`src/rtl/shift_seq_pkg.sv`:
```
// shift_seq_pkg: shared state type and widths for shift_out_sequencer.
// Imported by rr_arbiter and shift_out_sequencer.
package shift_seq_pkg;

    typedef enum logic [1:0] {
        IDLE,
        LOAD,
        SHIFT,
        LATCH
    } seq_state_t;

    localparam int BYTE_W    = 8;
    localparam int BIT_CNT_W = 3;

    function automatic int div_cnt_w(input int div);
        return (div > 2) ? $clog2(div) : 1;
    endfunction

endpackage

```
`src/rtl/rr_arbiter.sv`:
```
// rr_arbiter: one-hot grant among requesters, round-robin by default.
// Define SHIFT_SEQ_FIXED_PRIO_EN for fixed priority (lowest index wins).
module rr_arbiter
    import shift_seq_pkg::*;
#(
    parameter int NUM_REQ = 2
) (
    input  logic               clk,
    input  logic               rst_n,
    input  logic [NUM_REQ-1:0] req,
    input  logic               advance,
    output logic [NUM_REQ-1:0] grant
);

`ifdef SHIFT_SEQ_FIXED_PRIO_EN

    always_comb begin
        logic hit;
        hit   = 1'b0;
        grant = '0;
        for (int j = 0; j < NUM_REQ; j++) begin
            grant[j] = req[j] && !hit;
            hit      = hit || req[j];
        end
    end

`else

    localparam int PW = (NUM_REQ > 1) ? $clog2(NUM_REQ) : 1;

    logic [PW-1:0] last;

    // Prefer the first requester above last; otherwise wrap to the lowest.
    always_comb begin
        logic               hit_hi;
        logic               hit_all;
        logic [NUM_REQ-1:0] upper;
        logic [NUM_REQ-1:0] pick_hi;
        logic [NUM_REQ-1:0] pick_all;
        hit_hi   = 1'b0;
        hit_all  = 1'b0;
        upper    = '0;
        pick_hi  = '0;
        pick_all = '0;
        for (int j = 0; j < NUM_REQ; j++) begin
            upper[j]    = req[j] && (j > int'(last));
            pick_hi[j]  = upper[j] && !hit_hi;
            hit_hi      = hit_hi || upper[j];
            pick_all[j] = req[j] && !hit_all;
            hit_all     = hit_all || req[j];
        end
        grant = hit_hi ? pick_hi : pick_all;
    end

    always_ff @(posedge clk or negedge rst_n) begin
        if (!rst_n) begin
            last <= '0;
        end else if (advance) begin
            for (int j = 0; j < NUM_REQ; j++) begin
                if (grant[j]) last <= PW'(j);
            end
        end
    end

`endif

endmodule

```
`src/rtl/shift_out_sequencer.sv`:
```
// shift_out_sequencer: arbitrates byte producers onto one MSB-first shift register.
// Define SHIFT_SEQ_FIXED_PRIO_EN to replace round-robin with fixed priority.
module shift_out_sequencer
    import shift_seq_pkg::*;
#(
    parameter int NUM_REQ = 2,
    parameter int DIV     = 4
) (
    input  logic                      clk,
    input  logic                      rst_n,
    input  logic [NUM_REQ-1:0]        req_valid,
    input  logic [BYTE_W*NUM_REQ-1:0] req_data,
    output logic [NUM_REQ-1:0]        req_ready,
    output logic [BYTE_W-1:0]         sr_data_in,
    output logic                      sr_load,
    output logic                      sr_shift,
    input  logic                      sr_bit,
    output logic                      ser_data,
    output logic                      ser_clk,
    output logic                      ser_latch,
    output logic                      busy
);

    localparam int DCW = div_cnt_w(DIV);

    localparam logic [DCW-1:0] DIV_LAST = DCW'(DIV - 1);
    localparam logic [DCW-1:0] DIV_HALF = DCW'(DIV / 2);
    localparam logic [BIT_CNT_W-1:0] BIT_LAST = '1;

    seq_state_t           state;
    logic [DCW-1:0]       div_cnt;
    logic [DCW-1:0]       div_nxt;
    logic [BIT_CNT_W-1:0] bit_cnt;
    logic [BIT_CNT_W-1:0] bit_nxt;
    logic [NUM_REQ-1:0]   grant;
    logic [BYTE_W-1:0]    win_data;
    logic                 xfer;

    rr_arbiter #(
        .NUM_REQ (NUM_REQ)
    ) u_arb (
        .clk     (clk),
        .rst_n   (rst_n),
        .req     (req_valid),
        .advance (xfer),
        .grant   (grant)
    );

    // Gated by rst_n so nothing is offered while reset is held.
    assign req_ready = (state == IDLE && rst_n) ? grant : '0;
    assign xfer      = |(req_valid & req_ready);
    assign ser_data  = sr_bit;
    assign busy      = (state != IDLE);

    always_comb begin
        win_data = '0;
        for (int j = 0; j < NUM_REQ; j++) begin
            if (req_ready[j]) win_data = req_data[BYTE_W*j +: BYTE_W];
        end
    end

    always_comb begin
        div_nxt = div_cnt + 1'b1;
        bit_nxt = bit_cnt;
        if (div_cnt == DIV_LAST) begin
            div_nxt = '0;
            bit_nxt = bit_cnt + 1'b1;
        end
    end

    // Strobes are registered from the counts of the cycle being entered.
    always_ff @(posedge clk or negedge rst_n) begin
        if (!rst_n) begin
            state      <= IDLE;
            div_cnt    <= '0;
            bit_cnt    <= '0;
            sr_data_in <= '0;
            sr_load    <= 1'b0;
            sr_shift   <= 1'b0;
            ser_clk    <= 1'b0;
            ser_latch  <= 1'b0;
        end else begin
            unique case (state)
                IDLE: begin
                    if (xfer) begin
                        sr_data_in <= win_data;
                        sr_load    <= 1'b1;
                        state      <= LOAD;
                    end
                end
                LOAD: begin
                    sr_load  <= 1'b0;
                    sr_shift <= 1'b0;
                    ser_clk  <= 1'b0;
                    div_cnt  <= '0;
                    bit_cnt  <= '0;
                    state    <= SHIFT;
                end
                SHIFT: begin
                    div_cnt <= div_nxt;
                    bit_cnt <= bit_nxt;
                    if (div_cnt == DIV_LAST && bit_cnt == BIT_LAST) begin
                        ser_clk   <= 1'b0;
                        sr_shift  <= 1'b0;
                        ser_latch <= 1'b1;
                        state     <= LATCH;
                    end else begin
                        ser_clk  <= (div_nxt >= DIV_HALF);
                        sr_shift <= (div_nxt == DIV_LAST)
                                    && (bit_nxt != BIT_LAST);
                    end
                end
                LATCH: begin
                    ser_latch <= 1'b0;
                    state     <= IDLE;
                end
                default: state <= IDLE;
            endcase
        end
    end

endmodule

```
`config.mk`:
```
export PLATFORM = sky130hd
export DESIGN_NAME = shift_out_sequencer
export DESIGN_NICKNAME = d
export VERILOG_FILES = /design/src/rtl/shift_seq_pkg.sv /design/src/rtl/rr_arbiter.sv /design/src/rtl/shift_out_sequencer.sv
export SDC_FILE = /design/constraint.sdc
export NUM_CORES = 1
export LEC_CHECK = 0
export BUFFER_PORTS_ARGS = -buffer_cell sky130_fd_sc_hd__buf_2
export CORE_ASPECT_RATIO = 1.75
export CORE_MARGIN = 4
export CORE_UTILIZATION = 30
export DETAILED_ROUTE_END_ITERATION = 10
export GPL_TIMING_DRIVEN = 0
export SETUP_SLACK_MARGIN = 0.3
export SLEW_MARGIN = 20
export SYNTH_ARGS = -nofsm -noshare
export SYNTH_HDL_FRONTEND = slang
export SYNTH_SLANG_ARGS = --single-unit
```
`constraint.sdc`:
```
create_clock -name clk -period 1.3 [get_ports clk]
set_input_delay 0.065 -clock clk [delete_from_list [all_inputs] [get_ports clk]]
set_output_delay 0.065 -clock clk [all_outputs]
set_load 0.01 [all_outputs]
```
==> flow_metrics.tcl <==
set metrics [dict create \
    syn_inst 95 \
    async_flop_share_pct 100 \
    synth_top_area_share_pct 46.1 \
    fill_cells 279 \
    cp_slowest_stage_delay_ps 440 \
    skew_ps 4.95 \
    slowest_stage "dfrtp_2" \
    design.die.area_um2 4480 \
    seqPwrFrac_pct 27.3 \
    grt_pass1_vias 989 \
    post_drt_wl_per_cell_um 14.4 \
    clkLatencyLatePin_ps 260 \
    hold-worst-slack_ps -201 \
    clkPwrFrac_pct 12.2 \
    period_share_pct 109 \
    path_buf_inv 2 \
    antenna_found_initial 0 \
    cts_htree_levels 1 \
    yosys-top-cells-area "dfrtp_1 (46%), ha_1 (11%), a221o_1 (7.8%)" \
    num_vias 958 \
    cp_data_required_time_ps 1240 \
    fmax_mhz 703 \
    sw_frac_of_total_pct 37.6 \
    utilization_pct 52.7 \
    synth_common_cells "dfrtp_1 (19), inv_1 (11), ha_1 (9)" \
    drive_above_1_share_pct 59.4 \
    postRouteAntennaNets 0 \
    met2_usage_pct 23.4 \
    use_met1_pct 16.1 \
    gr-total-overflow 0 \
    setup_slack_ps -122 \
    synth_top_family_by_area "compound AO/OA/AOI/OAI gates" \
    grt_pass1_wl_mm 4.69 \
    viasPerCell 4.84 \
    arrival_ps 1360 \
    fin_tns_setup_ps -1120 \
    hp-class "input pin to asynchronous set/reset pin" \
    maxSlewViolCount 0 \
    synthesis.nets 125 \
    dp.cells 173 \
    start_util_pct 31.8 \
    relSlewSlack_pct 62.2 \
    coreArea_um2 3240 \
    p_comb_share_pct 60.6 \
    status "complete, but fails checks" \
    cts_made_buffers 3 \
    synth_edf_count 0 \
    cts_tree "yes" \
    violations "hold timing, setup timing" \
    n_antenna_cell 0 \
    multi_input_area_um2 668 \
    grt_max_degree 24 \
    first_iter_violations 11 \
    ys_seq_elements 19 \
    synth_compound_area_share_pct 22.9 \
    dp_hpwl_mm 1.90 \
    period_minus_slack_ps 1420 \
    numPortBuffers 35 \
    synth_cell_types 26 \
    ys_seq_area_share_pct 46.1 \
    root_buffer "clkbuf_8" \
    synth_fa_ha_area_share_pct 10.9 \
    synth.mux.area_fraction_pct 2.06 \
    hold_viol 19 \
    routed_wl_mm 2.84 \
    cts_sinks 19 \
    endpoint_kind "output port" \
    final_cells 198 \
    power.density_nw_per_um2 1990 \
    p_int_mw 2.12 \
    cts.clk_slew.worst_paths_ps 80 \
    area.sequential_um2 477 \
    vdd_drop_max_uv 1160 \
    io_pins 37 \
    p_leak_nw 0.804 \
    crit_path_start_kind "flip-flop" \
    synth_top_area_cell "dfrtp_1" \
    path_cells "inv_2, ha_4, nand3_4, a21oi_4, buf_6" \
    setup_viol 12 \
    busiest_layer "met2" \
    postSynthAreaPerCell_um2 10.9 \
    p_sw_mw 1.28 \
    synth_most_common_cell "dfrtp_1" \
    path_class "flip-flop to output port" \
    cpLargestDelayFamily "flip-flops" \
    drv_cap 0 \
    gp_congestion 0.727 \
    rows 27 \
    fp.dieH_um 85.6 \
    finalNetCount 186 \
    cp_max_fo 5 \
    syn2layout_area_growth_pct 65.7 \
    synthSimpleGateAreaFrac_pct 12.6 \
    yosys_most_used_dff "dfrtp_1" \
    drc 0 \
    synth_warnings 0 \
    grt_use_met3_pct 2.43 \
    grt_setup_unrepaired "yes" \
    synthesis.area_um2 1030 \
    cts_buffer_depth 2 \
    worstMarginPinSlew_ps 568 \
    drt_pass1_iterations 4 \
    die_w_um 52.3 \
    grt_use_total_pct 13.9 \
    synth-xor-area-share_pct 0 \
]
sequential cells by signal, summed over array words and instances (netlist names):
name / flops
bit_cnt: 3
div_cnt: 1
ser_clk: 1
ser_latch: 1
sr_data_in: 8
sr_load: 1
sr_shift: 1
state: 2
u_arb.last: 1
stage by stage:
step                      hold slack (ps)  worst slack (ps)  area (um2)  total power [mW]
final                                -201              -122        1710              3.40
after global routing                 -165              -199        1710              3.67
after CTS                            -197              -119        1610              3.25
after detailed placement             81.6              -194        1370              2.40
after global placement               71.1              -153        1370              2.35
after floorplan                      -231             -44.7        1140              1.96
cell families after synthesis:
| kind of cell | after synthesis |
|---|---|
| compound gates | 28 |
| fa+ha+maj | 9 |
| buf+inv | 14 |
| flops | 19 |
| mux | 2 |
| simple gates | 23 |
layer usage:
metal / up-vias / part of all wire, %
met2: 24 / 53
met3: 4 / 4.6
met5: - / 0
met4: 0 / 1.8
met1: 468 / 40
li1: 462 / -
power by group through the flow:
| stage | clock network, mW | registers (mW) | logic (mW) |
|---|---|---|---|
| floorplan | 0 | 1.00 | 0.954 |
| global placement | 0 | 0.941 | 1.41 |
| detailed placement | 0 | 0.954 | 1.45 |
| CTS | 0.430 | 0.924 | 1.90 |
| global route | 0.457 | 0.952 | 2.26 |
| finish | 0.414 | 0.926 | 2.06 |
what timing repair did:
action / CTS / global route
pin swaps: 8 / 4
setup buffers: 14 / 5
gates cloned: 2 / 0
endpoints found under the setup margin: 22 / 23
endpoints found under the hold margin: 19 / 19
resized for setup: 17 / 16
layout make-up:
cell class,count,area share [%]
clock inverters,1,0.293
multi-input cells,62,39.1
flip-flops and latches,19,27.9
well taps,43,3.15
plain buffers,3,2.12
inverters,11,2.56
clock buffers,3,2.41
repair buffers,56,22.5
final timing paths:
path | from | end | slack (ps) | cells past startpoint
hold / removal | rst_n | u_arb.last | -200 | 1
max in group asynchronous | rst_n | state[1] | 1100 | 1
setup / recovery | state[1] | req_ready[1] | -120 | 5
hold reg to reg | sr_shift | sr_shift | 520 | 2
setup reg to reg | bit_cnt[1] | state[1] | -110 | 5
min in group clk | req_data[6] | sr_data_in[6] | 50 | 2
cell usage in the layout (no fill, tap or decap), drive strengths merged:
| cell | instances |
|---|---|
| clkbuf | 5 |
| a2bb2oi | 1 |
| and2 | 8 |
| nand4b | 1 |
| mux2 | 1 |
| nand3 | 5 |
| o211ai | 1 |
| a21o | 1 |
| a221o | 8 |
| o21ai | 6 |
| nand3b | 2 |
| a21boi | 1 |
| dfrtp | 19 |
| o22ai | 2 |
| o2bb2ai | 4 |
| mux2i | 1 |
| nor2b | 1 |
| ha | 9 |
| nand2 | 4 |
| nor2 | 1 |
| clkinv | 1 |
| a21oi | 4 |
| or2 | 1 |
| inv | 11 |
| buf | 57 |
worst register-to-register path, stage by stage, from the launching register on:
cell      delay, ps
dfrtp_1         400
ha_2            200
ha_4            170
a21boi_4        150
a21oi_2          70
mux2_4          300
No activity file was read; power rests on OpenSTA's default activity.
